===== config.mk =====
export PLATFORM = sky130hd
export DESIGN_NAME = ram_arbiter
export DESIGN_NICKNAME = d
export VERILOG_FILES = /design/src/rtl/ram_arb_pkg.sv /design/src/rtl/rr_arbiter.sv /design/src/rtl/ram_arbiter.sv
export SDC_FILE = /design/constraint.sdc
export NUM_CORES = 1
export LEC_CHECK = 0
export ABC_AREA = 1
export BUFFER_PORTS_ARGS = -buffer_cell sky130_fd_sc_hd__buf_2
export CORE_MARGIN = 10
export CORE_UTILIZATION = 41
export CTS_BUF_LIST = sky130_fd_sc_hd__clkbuf_4
export DETAILED_ROUTE_END_ITERATION = 10
export PLACE_DENSITY_LB_ADDON = 0.1
export REMOVE_ABC_BUFFERS = 1
export SLEW_MARGIN = 20
export SYNTH_ARGS = -nofsm -noshare
export SYNTH_HDL_FRONTEND = slang
export SYNTH_SLANG_ARGS = --single-unit
export TNS_END_PERCENT = 100

===== constraint.sdc =====
create_clock -name clk -period 1.3 [get_ports clk]
set_input_delay 0.13 -clock clk [delete_from_list [all_inputs] [get_ports clk]]
set_output_delay 0.13 -clock clk [all_outputs]
set_load 0.01 [all_outputs]

===== src/rtl/ram_arb_pkg.sv =====
// -----------------------------------------------------------------------------
// ram_arb_pkg
// Shared types and helpers for the single-port RAM arbiter:
//   ram_arb_state_e : FSM states (IDLE, ISSUE, RESP)
//   idx_width()     : width of a requester index (never below 1 bit)
// -----------------------------------------------------------------------------
package ram_arb_pkg;

  typedef enum logic [1:0] {
    IDLE  = 2'd0,
    ISSUE = 2'd1,
    RESP  = 2'd2
  } ram_arb_state_e;

  function automatic int idx_width(input int n);
    return (n > 1) ? $clog2(n) : 1;
  endfunction

endpackage


===== src/rtl/rr_arbiter.sv =====
// -----------------------------------------------------------------------------
// rr_arbiter
// Combinational round-robin pick: the first asserted valid bit at or after
// ptr, wrapping from NumReq-1 back to 0.
// Ports:
//   valid     in  NumReq  request vector
//   ptr       in  IdxW    highest-priority position this cycle
//   grant     out NumReq  one-hot winner (all zero when nothing is valid)
//   grant_idx out IdxW    index of the winner (0 when nothing is valid)
//   any_valid out 1       at least one request pending
// -----------------------------------------------------------------------------
module rr_arbiter
  import ram_arb_pkg::*;
#(
  parameter int NumReq = 2,
  localparam int IdxW = idx_width(NumReq)
) (
  input  logic [NumReq-1:0] valid,
  input  logic [IdxW-1:0]   ptr,
  output logic [NumReq-1:0] grant,
  output logic [IdxW-1:0]   grant_idx,
  output logic              any_valid
);

  logic            found;
  logic [IdxW-1:0] cand;

  // NOTE: every signal written here gets a default before the loop, so no
  // path leaves it unassigned and no latch is inferred.
  always_comb begin
    grant     = '0;
    grant_idx = '0;
    found     = 1'b0;
    cand      = '0;
    for (int k = 0; k < NumReq; k++) begin
      // Walk ptr, ptr+1, ... modulo NumReq without a divider.
      if (int'(ptr) + k >= NumReq) cand = IdxW'(int'(ptr) + k - NumReq);
      else                         cand = IdxW'(int'(ptr) + k);
      if (!found && valid[cand]) begin
        found       = 1'b1;
        grant[cand] = 1'b1;
        grant_idx   = cand;
      end
    end
  end

  assign any_valid = |valid;

endmodule


===== src/rtl/ram_arbiter.sv =====
// -----------------------------------------------------------------------------
// ram_arbiter
// Shares one negedge-clocked single-port RAM between NumReq requesters.
// Round-robin accept, one op in flight, one-cycle response pulse.
// Flow: accept (IDLE/RESP) -> ISSUE (RAM strobe, RAM acts mid-cycle)
//       -> RESP (rsp_* visible for exactly one cycle, may accept again).
// Ports:
//   clk, reset              clock (posedge), synchronous active-high reset
//   req_valid/ready         per-port handshake, ready is one-hot
//   req_write/addr/wdata    per-port op, addr/wdata packed per port
//   rsp_valid               one-cycle pulse to the owner of the finished op
//   rsp_err, rsp_rdata      out-of-range flag, read data (0 for writes/errors)
//   ram_read/write/addr/wdata/rdata   RAM-side interface
// -----------------------------------------------------------------------------
module ram_arbiter
  import ram_arb_pkg::*;
#(
  parameter int Width     = 32,
  parameter int Depth     = 32,
  parameter int AddrWidth = 30,
  parameter int NumReq    = 2
) (
  input  logic                        clk,
  input  logic                        reset,
  input  logic [NumReq-1:0]           req_valid,
  output logic [NumReq-1:0]           req_ready,
  input  logic [NumReq-1:0]           req_write,
  input  logic [NumReq*AddrWidth-1:0] req_addr,
  input  logic [NumReq*Width-1:0]     req_wdata,
  output logic [NumReq-1:0]           rsp_valid,
  output logic                        rsp_err,
  output logic [Width-1:0]            rsp_rdata,
  output logic                        ram_read,
  output logic                        ram_write,
  output logic [AddrWidth-1:0]        ram_addr,
  output logic [Width-1:0]            ram_wdata,
  input  logic [Width-1:0]            ram_rdata
);

  localparam int IdxW = idx_width(NumReq);
  localparam logic [AddrWidth-1:0] DepthA = AddrWidth'(Depth);

  typedef struct packed {
    logic [IdxW-1:0]      owner;
    logic                 write;
    logic [AddrWidth-1:0] addr;
    logic [Width-1:0]     wdata;
  } op_t;

  ram_arb_state_e    state_q, state_d;
  logic [IdxW-1:0]   ptr_q, ptr_d;
  op_t               op_q, op_d;
  logic [NumReq-1:0] rsp_valid_q, rsp_valid_d;
  logic              rsp_err_q, rsp_err_d;
  logic [Width-1:0]  rsp_rdata_q, rsp_rdata_d;

  logic [NumReq-1:0]    grant;
  logic [IdxW-1:0]      grant_idx;
  logic                 any_valid;
  logic                 win_write;
  logic [AddrWidth-1:0] win_addr;
  logic [Width-1:0]     win_wdata;
  logic                 can_accept;
  logic                 op_in_range;
  logic                 issue_live;

  rr_arbiter #(.NumReq(NumReq)) u_rr (
    .valid     (req_valid),
    .ptr       (ptr_q),
    .grant     (grant),
    .grant_idx (grant_idx),
    .any_valid (any_valid)
  );

  // One-hot mux of the winning port's request fields.
  always_comb begin
    win_write = 1'b0;
    win_addr  = '0;
    win_wdata = '0;
    for (int i = 0; i < NumReq; i++) begin
      if (grant[i]) begin
        win_write = req_write[i];
        win_addr  = req_addr[i*AddrWidth +: AddrWidth];
        win_wdata = req_wdata[i*Width +: Width];
      end
    end
  end

  assign can_accept  = (state_q == IDLE) || (state_q == RESP);
  assign op_in_range = (op_q.addr < DepthA);
  // Gating with reset drops the strobes in the same cycle reset is raised,
  // so an interrupted op never reaches the RAM at its negedge.
  assign issue_live  = (state_q == ISSUE) && op_in_range && !reset;

  assign req_ready = (can_accept && !reset) ? grant : '0;
  assign ram_read  = issue_live && !op_q.write;
  assign ram_write = issue_live && op_q.write;
  // Address/data simply follow the op latch; the strobes alone qualify them.
  assign ram_addr  = op_q.addr;
  assign ram_wdata = op_q.wdata;

  assign rsp_valid = rsp_valid_q;
  assign rsp_err   = rsp_err_q;
  assign rsp_rdata = rsp_rdata_q;

  // Response registers default to zero, which is what clears them after RESP.
  always_comb begin
    state_d     = state_q;
    ptr_d       = ptr_q;
    op_d        = op_q;
    rsp_valid_d = '0;
    rsp_err_d   = 1'b0;
    rsp_rdata_d = '0;
    case (state_q)
      IDLE, RESP: begin
        if (any_valid) begin
          op_d.owner = grant_idx;
          op_d.write = win_write;
          op_d.addr  = win_addr;
          op_d.wdata = win_wdata;
          ptr_d      = (grant_idx == IdxW'(NumReq - 1)) ? '0 : grant_idx + IdxW'(1);
          state_d    = ISSUE;
        end else begin
          state_d = IDLE;
        end
      end
      ISSUE: begin
        // The RAM has already acted at the mid-cycle negedge, so ram_rdata
        // holds the word for this op by the closing posedge.
        rsp_valid_d[op_q.owner] = 1'b1;
        rsp_err_d               = !op_in_range;
        rsp_rdata_d             = (!op_q.write && op_in_range) ? ram_rdata : '0;
        state_d                 = RESP;
      end
      default: state_d = IDLE;
    endcase
  end

  // NOTE: non-blocking assignments so every flop samples the pre-edge value
  // of every other flop, independent of statement order.
  always_ff @(posedge clk) begin
    if (reset) begin
      state_q     <= IDLE;
      ptr_q       <= '0;
      // NOTE: the op latch is datapath but is still reset, because it drives
      // ram_addr/ram_wdata, which must read 0 coming out of reset.
      op_q        <= '0;
      rsp_valid_q <= '0;
      rsp_err_q   <= 1'b0;
      rsp_rdata_q <= '0;
    end else begin
      state_q     <= state_d;
      ptr_q       <= ptr_d;
      op_q        <= op_d;
      rsp_valid_q <= rsp_valid_d;
      rsp_err_q   <= rsp_err_d;
      rsp_rdata_q <= rsp_rdata_d;
    end
  end

endmodule


== Word level (Yosys, flattened, before mapping) ==
Cells that the tools add are included.

* Equal/unequal tests: 2
* Magnitude comparators: 9
* Add/sub/neg operators: 4
* Bitwise logic cells: 3
* Mux-type cells: 27
* Reductions and logical operators: 21

{| class="wikitable"
|+ Operators by type and width
! cell !! count
|-
| two-way mux 32 bit || 2
|-
| two-way mux 30 bit || 2
|-
| less-than comparator 30 x 6 -> 1 bit, second input constant || 1
|-
| two-way mux 1 bit || 16
|-
| logical AND 1 bit || 10
|-
| less-than comparator 1 x 2 -> 1 bit, second input constant || 3
|-
| two-way mux 2 bit || 3
|-
| OR reduction 2 bit || 3
|-
| zero test 1 bit || 4
|-
| one-hot mux 2 bit (2 select lines) || 1
|-
| demux 1 bit (select 1 bit) || 3
|-
| greater-or-equal comparator 1 bit, second input constant || 3
|-
| OR reduction 3 bit || 1
|-
| adder 1 x 1 -> 2 bit, second input constant || 1
|-
| equality test 2 x 1 -> 1 bit, second input constant || 1
|-
| equality test 2 bit, second input constant || 1
|-
| greater-or-equal comparator 1 x 2 -> 1 bit, second input constant || 1
|-
| greater-or-equal comparator 2 bit, second input constant || 1
|-
| zero test 2 bit || 1
|-
| inverter 1 bit || 2
|-
| bitwise OR 2 bit || 1
|-
| AND reduction 2 bit || 1
|-
| subtractor 1 bit, second input constant || 2
|-
| adder 1 bit, second input constant || 1
|-
| logical OR 1 bit || 1
|}

* Bits in registers: 102
* Word-level logic and storage cells: 75

== Depth between registers and ports, before layout ==
* Depth in word-level cells: 11
* Depth in mapped cells: 8
* Gate-level depth less buffers: 7

== Hierarchy ==
A second synthesis with hierarchy kept.

* Cell total of the unflattened synthesis: 576
* Area, all modules: 4451.8 sq um

{| class="wikitable"
|+ By module, submodules not included
! module !! seq. area each (sq um) !! area each (sq um) !! cells each !! times used
|-
| ram_arbiter || 2042.0 || 4421.7 || 569 || 1
|-
| rr_arbiter || 0.0 || 30.0 || 7 || 1
|}

== Worst setup path after synthesis ==
OpenSTA, ideal clock, no wires.

* Path kind: flip-flop to output port
* From: reg op_q, in the netlist ram_addr[7]
* To: out ram_read
* Arrival: 1.216 ns
* Buffers on the path: 1
* Cell stages (with the launch flop): 8
* Setup slack: -0.046 ns
* Required time: 1.170 ns
* Cells stage by stage: dfxtp_1 > or2_1 > nor2_1 > nand2_1 > nor2_2 > nand3_4 > buf_6 > inv_1

* Longest elaborated chain between the ends: 4

{| class="wikitable"
|+ Ends and longest elaborated chain
! element !! line !! text
|-
| start: declaration || ram_arbiter.sv:52 || <nowiki>op_t op_q, op_d;</nowiki>
|-
| start signal: assignment || ram_arbiter.sv:154 || <nowiki>op_q <= op_d;</nowiki>
|-
| less-than comparator 30 x 6 -> 1 bit || ram_arbiter.sv:90 || <nowiki>assign op_in_range = (op_q.addr < DepthA);</nowiki>
|-
| logical AND 1 bit (2 in series) || ram_arbiter.sv:93 || <nowiki>assign issue_live = (state_q == ISSUE) && op_in_range && !reset;</nowiki>
|-
| logical AND 1 bit || ram_arbiter.sv:96 || <nowiki>assign ram_read = issue_live && !op_q.write;</nowiki>
|-
| end: declaration || ram_arbiter.sv:33 || <nowiki>output logic ram_read,</nowiki>
|}

No other way between the ends.

== Final worst setup path ==
* From: reg op_q, in the netlist ram_addr[17]
* To: out ram_write

* Longest elaborated chain between the ends: 4

{| class="wikitable"
|+ Ends and longest elaborated chain
! element !! line !! text
|-
| less-than comparator 30 x 6 -> 1 bit || ram_arbiter.sv:90 ||
|-
| logical AND 1 bit (2 in series) || ram_arbiter.sv:93 ||
|-
| logical AND 1 bit || ram_arbiter.sv:97 || <nowiki>assign ram_write = issue_live && op_q.write;</nowiki>
|-
| end: declaration || ram_arbiter.sv:34 || <nowiki>output logic ram_write,</nowiki>
|}

No other way between the ends.

==> out/metrics.json <==
{
  "timing.critical_path.from_type": "register",
  "clock_latency_ps": 480,
  "die_w_um": 125,
  "grt_start_max_net_pins": 56,
  "timing.final.setup_violations": 71,
  "place.detailed.hpwl_mm": 11.3,
  "area_occupied_by_multi_input_gates_mm2": 0.00217,
  "numPortBuffers": 262,
  "filler_cell_count": 650,
  "io_pins": 263,
  "pwr-share-comb_pct": 31.5,
  "gr-max-usage-layer": "met2",
  "failed_checks": "negative setup slack",
  "max_clock_freq_ghz": 0.545,
  "fin_crit_ps": 1830,
  "cp-end-kind": "primary output",
  "finalNetCount": 1167,
  "timing.critical_path.slowest_cell_delay_ps": 370,
  "status": "finished, violations left",
  "cellPowerDensity_mw_per_mm2": 857,
  "worstPathRequired_ps": 1170,
  "ff_latch_area_mm2": 0.00205,
  "final-instance-count-excl-fill": 1155,
  "worst_slew_margin_rel_pct": 76.0,
  "grt_remaining_overflow": 0,
  "synthesis.yosys.warnings": 0,
  "met2_usage_in_global_routing_pct": 39.0,
  "final.period_utilization_pct": 141,
  "synth.ff_latch_count": 102,
  "mappedNetlistArea_mm2": 0.00451,
  "fin_skew_ps": 20.5,
  "grtUsageMet3_pct": 6.30,
  "post_route_cells_drive_above_1_share_pct": 47.0,
  "ys_dominant_reg_cell": "sky130_fd_sc_hd__dfxtp_1",
  "area_growth_syn_to_layout_pct": 93.9,
  "htree_levels": 3,
  "placementRows": 38,
  "grt_pass1_vias": 5626,
  "final_core_util_pct": 81.1,
  "seqPwrFrac_pct": 45.6,
  "synth_enable_flop_cells": 0,
  "crit_type": "register to primary output",
  "critical_path_arrival_ps": 1700,
  "number_of_detailed_route_iterations_in_the_first_pass": 4,
  "tritoncts_clock_tree": "built",
  "die_area_mm2": 0.0156,
  "synth.avg_cell_area_um2": 7.62,
  "p_int_mw": 5.02,
  "post-route-drc-count": 0,
  "place.detailed.instances": 935,
  "vias": 5709,
  "drt.antenna.violating_nets": 0,
  "number_of_sinks_handled_by_clock_tree_synthesis": 102,
  "wl_per_cell_um": 19.2,
  "wire_length_of_the_first_global_routing_pass_mm": 29.0,
  "async_reset_ff_share_pct": 0,
  "worst-path-buf-inv": 1,
  "p_sw_share_pct": 33.1,
  "inserted_clock_buffers": 9,
  "finalHoldViolCount": 0,
  "leakage_nw": 4.43,
  "initial_utilization_pct": 41.8,
  "path_cells": "nor2_1 -> nand2_1 -> nor2_2 -> nand2_2 -> nor2_4 -> nand2_1 -> nor2_1 -> buf_2",
  "cts_max_path_buffers": 2,
  "ir_drop_mv": 0.525,
  "grt_util_met1_pct": 24.5,
  "worst_slew_pin_slew_ps": 360,
  "grt_setup_unrepaired": "yes",
  "max_cap_viol_count": 0,
  "placement.setup.worst_slack_ps": -87.9,
  "p_clk_share_pct": 22.9,
  "cts-root-buf": "sky130_fd_sc_hd__clkbuf_4",
  "gp_congestion": 0.828,
  "worst_path_dominant_cell_family": "simple AND/OR/NAND/NOR gates",
  "detail_route.wirelength_mm": 22.2,
  "final.setup.worst_slack_ps": -534,
  "grt_use_total_pct": 22.5,
  "grt_antenna_before_repair": 5,
  "worst_setup_hold_path_clk_slew_ps": 170,
  "core_area_mm2": 0.0108,
  "netlist_top_cells_area": "sky130_fd_sc_hd__dfxtp_1 (45%), sky130_fd_sc_hd__nand2_1 (13%), sky130_fd_sc_hd__buf_4 (11%), sky130_fd_sc_hd__a31oi_1 (6.9%), sky130_fd_sc_hd__nand3_1 (4.3%)",
  "synth_top_cell_by_area": "sky130_fd_sc_hd__dfxtp_1",
  "yosys.area.top_type_share_pct": 45.2,
  "critPathMaxFanout": 3,
  "route.detailed.vias_per_inst": 4.94,
  "synth.yosys.seq_area_share_pct": 45.2,
  "synth_cell_types": 24,
  "worst_path_max_delay_cell": "sky130_fd_sc_hd__dfxtp_1",
  "hold_class": "primary input to register",
  "die_y_um": 125,
  "power.switching_mw": 2.48,
  "initialDrtViolationCount": 318,
  "max_transition_viols_final": 0,
  "synth_cells": 592
}
## state kept, by name, summed over array words and instances (netlist names)
register / cells
op_q: 2
ram_addr: 30
rsp_valid: 2
ram_wdata: 32
rsp_rdata: 32
ptr_q: 1
state_q: 2
rsp_err: 1
## synth_stat cells, types with 2 or more instances
master                     count
sky130_fd_sc_hd__clkbuf_1     13
sky130_fd_sc_hd__buf_4        66
sky130_fd_sc_hd__nand2_1     157
sky130_fd_sc_hd__inv_1        51
sky130_fd_sc_hd__buf_6         3
sky130_fd_sc_hd__o21ai_0      28
sky130_fd_sc_hd__dfxtp_1     102
sky130_fd_sc_hd__nor2_1       28
sky130_fd_sc_hd__nand3_1      39
sky130_fd_sc_hd__buf_2        11
sky130_fd_sc_hd__inv_2         2
sky130_fd_sc_hd__nor2_4        4
sky130_fd_sc_hd__nor2_2       28
sky130_fd_sc_hd__a31oi_1      50
## placed cells by master (no fill, tap or decap), types with 4 or more instances in the layout
| cell type | Yosys | routed |
|---|---|---|
| sky130_fd_sc_hd__buf_2 | 11 | 258 |
| sky130_fd_sc_hd__dlygate4sd3_1 | 0 | 161 |
| sky130_fd_sc_hd__nand2_1 | 157 | 104 |
| sky130_fd_sc_hd__dfxtp_1 | 102 | 98 |
| sky130_fd_sc_hd__inv_1 | 51 | 49 |
| sky130_fd_sc_hd__a31oi_1 | 50 | 44 |
| sky130_fd_sc_hd__nand2_2 | 1 | 28 |
| sky130_fd_sc_hd__o21ai_0 | 28 | 28 |
| sky130_fd_sc_hd__nand3_1 | 39 | 27 |
| sky130_fd_sc_hd__buf_4 | 66 | 27 |
| sky130_fd_sc_hd__nand2_4 | 0 | 26 |
| sky130_fd_sc_hd__nor2_4 | 4 | 25 |
| sky130_fd_sc_hd__nor2_1 | 28 | 20 |
| sky130_fd_sc_hd__buf_6 | 3 | 19 |
| sky130_fd_sc_hd__buf_12 | 0 | 16 |
| sky130_fd_sc_hd__nor2_2 | 28 | 15 |
| sky130_fd_sc_hd__nand3_2 | 0 | 12 |
| sky130_fd_sc_hd__clkbuf_4 | 0 | 9 |
| sky130_fd_sc_hd__clkbuf_16 | 0 | 8 |
| sky130_fd_sc_hd__diode_2 | 0 | 5 |
| sky130_fd_sc_hd__a31oi_4 | 0 | 5 |
| sky130_fd_sc_hd__buf_16 | 0 | 4 |
## worst register-to-register path, delay by kind of cell, from the launching register on
family,cells,cell delay [ps]
and+or+nand+nor,7,740
buffers and inverters,3,430
DFF,1,370
## layer usage
metal | vias up | routed length [um]
met4 | 0 | 1240
met2 | 300 | 11300
met3 | 89 | 1790
met1 | 2664 | 7870
met5 | - | 0
li1 | 2656 | -
## per-stage QoR
stage	TNS, ps	hold slack, ps	cell area [um2]	total power, mW
2_1_floorplan	-96760	199	3880	4.05
3_3_place_gp	-2250	344	5750	4.81
3_5_place_dp	-2300	351	5750	4.84
4_1_cts	-5830	81.2	7850	6.98
5_1_grt	-13680	117	8750	7.83
6_report	-9650	104	8750	7.50
## power groups by stage
| stage | Clock (mW) | Sequential [mW] | Combinational [mW] |
|---|---|---|---|
| 4_1_cts | 1.75 | 3.41 | 1.81 |
| 2_1_floorplan | 0 | 3.57 | 0.488 |
| 3_3_place_gp | 0 | 3.47 | 1.35 |
| 3_5_place_dp | 0 | 3.48 | 1.36 |
| 5_1_grt | 1.87 | 3.44 | 2.52 |
| 6_report | 1.72 | 3.42 | 2.36 |
## timing repair
action | CTS | global route
buffers inserted | 7 | 13
cloned | 4 | 14
pin swaps | 8 | 37
setup endpoints to repair | 36 | 99
resized for setup | 43 | 126
hold buffers | 162 | 0
endpoints found under the hold margin | 96 | 0
## path summary, 6_finish.rpt
path	from	endpoint	slack, ps	cells past startpoint
max	ram_addr[17]	ram_write	-530	8
min	reset	ram_addr[18]	100	4
max reg2reg	ram_addr[17]	rsp_rdata[19]	-270	10
min reg2reg	op_q[63]	rsp_valid[0]	460	1
## final cells by class
cell class | count | share of cell area (%)
Antenna cell | 5 | 0.143
Clock buffer | 9 | 0.772
Clock inverter | 7 | 0.858
Inverter | 54 | 2.39
Multi-Input combinational cell | 342 | 24.8
Sequential cell | 102 | 23.4
Tap cell | 140 | 2.00
Timing Repair Buffer | 496 | 45.6
## cells by family after synthesis
family                 count (synthesis)  share of synthesized area (%)
DFF                                  102                           45.2
buffers and inverters                148                           18.6
AOI/OAI and AO/OA                     81                           10.5
and+or+nand+nor                      261                           25.6
Note: power is estimated with default switching activity, not from simulation.
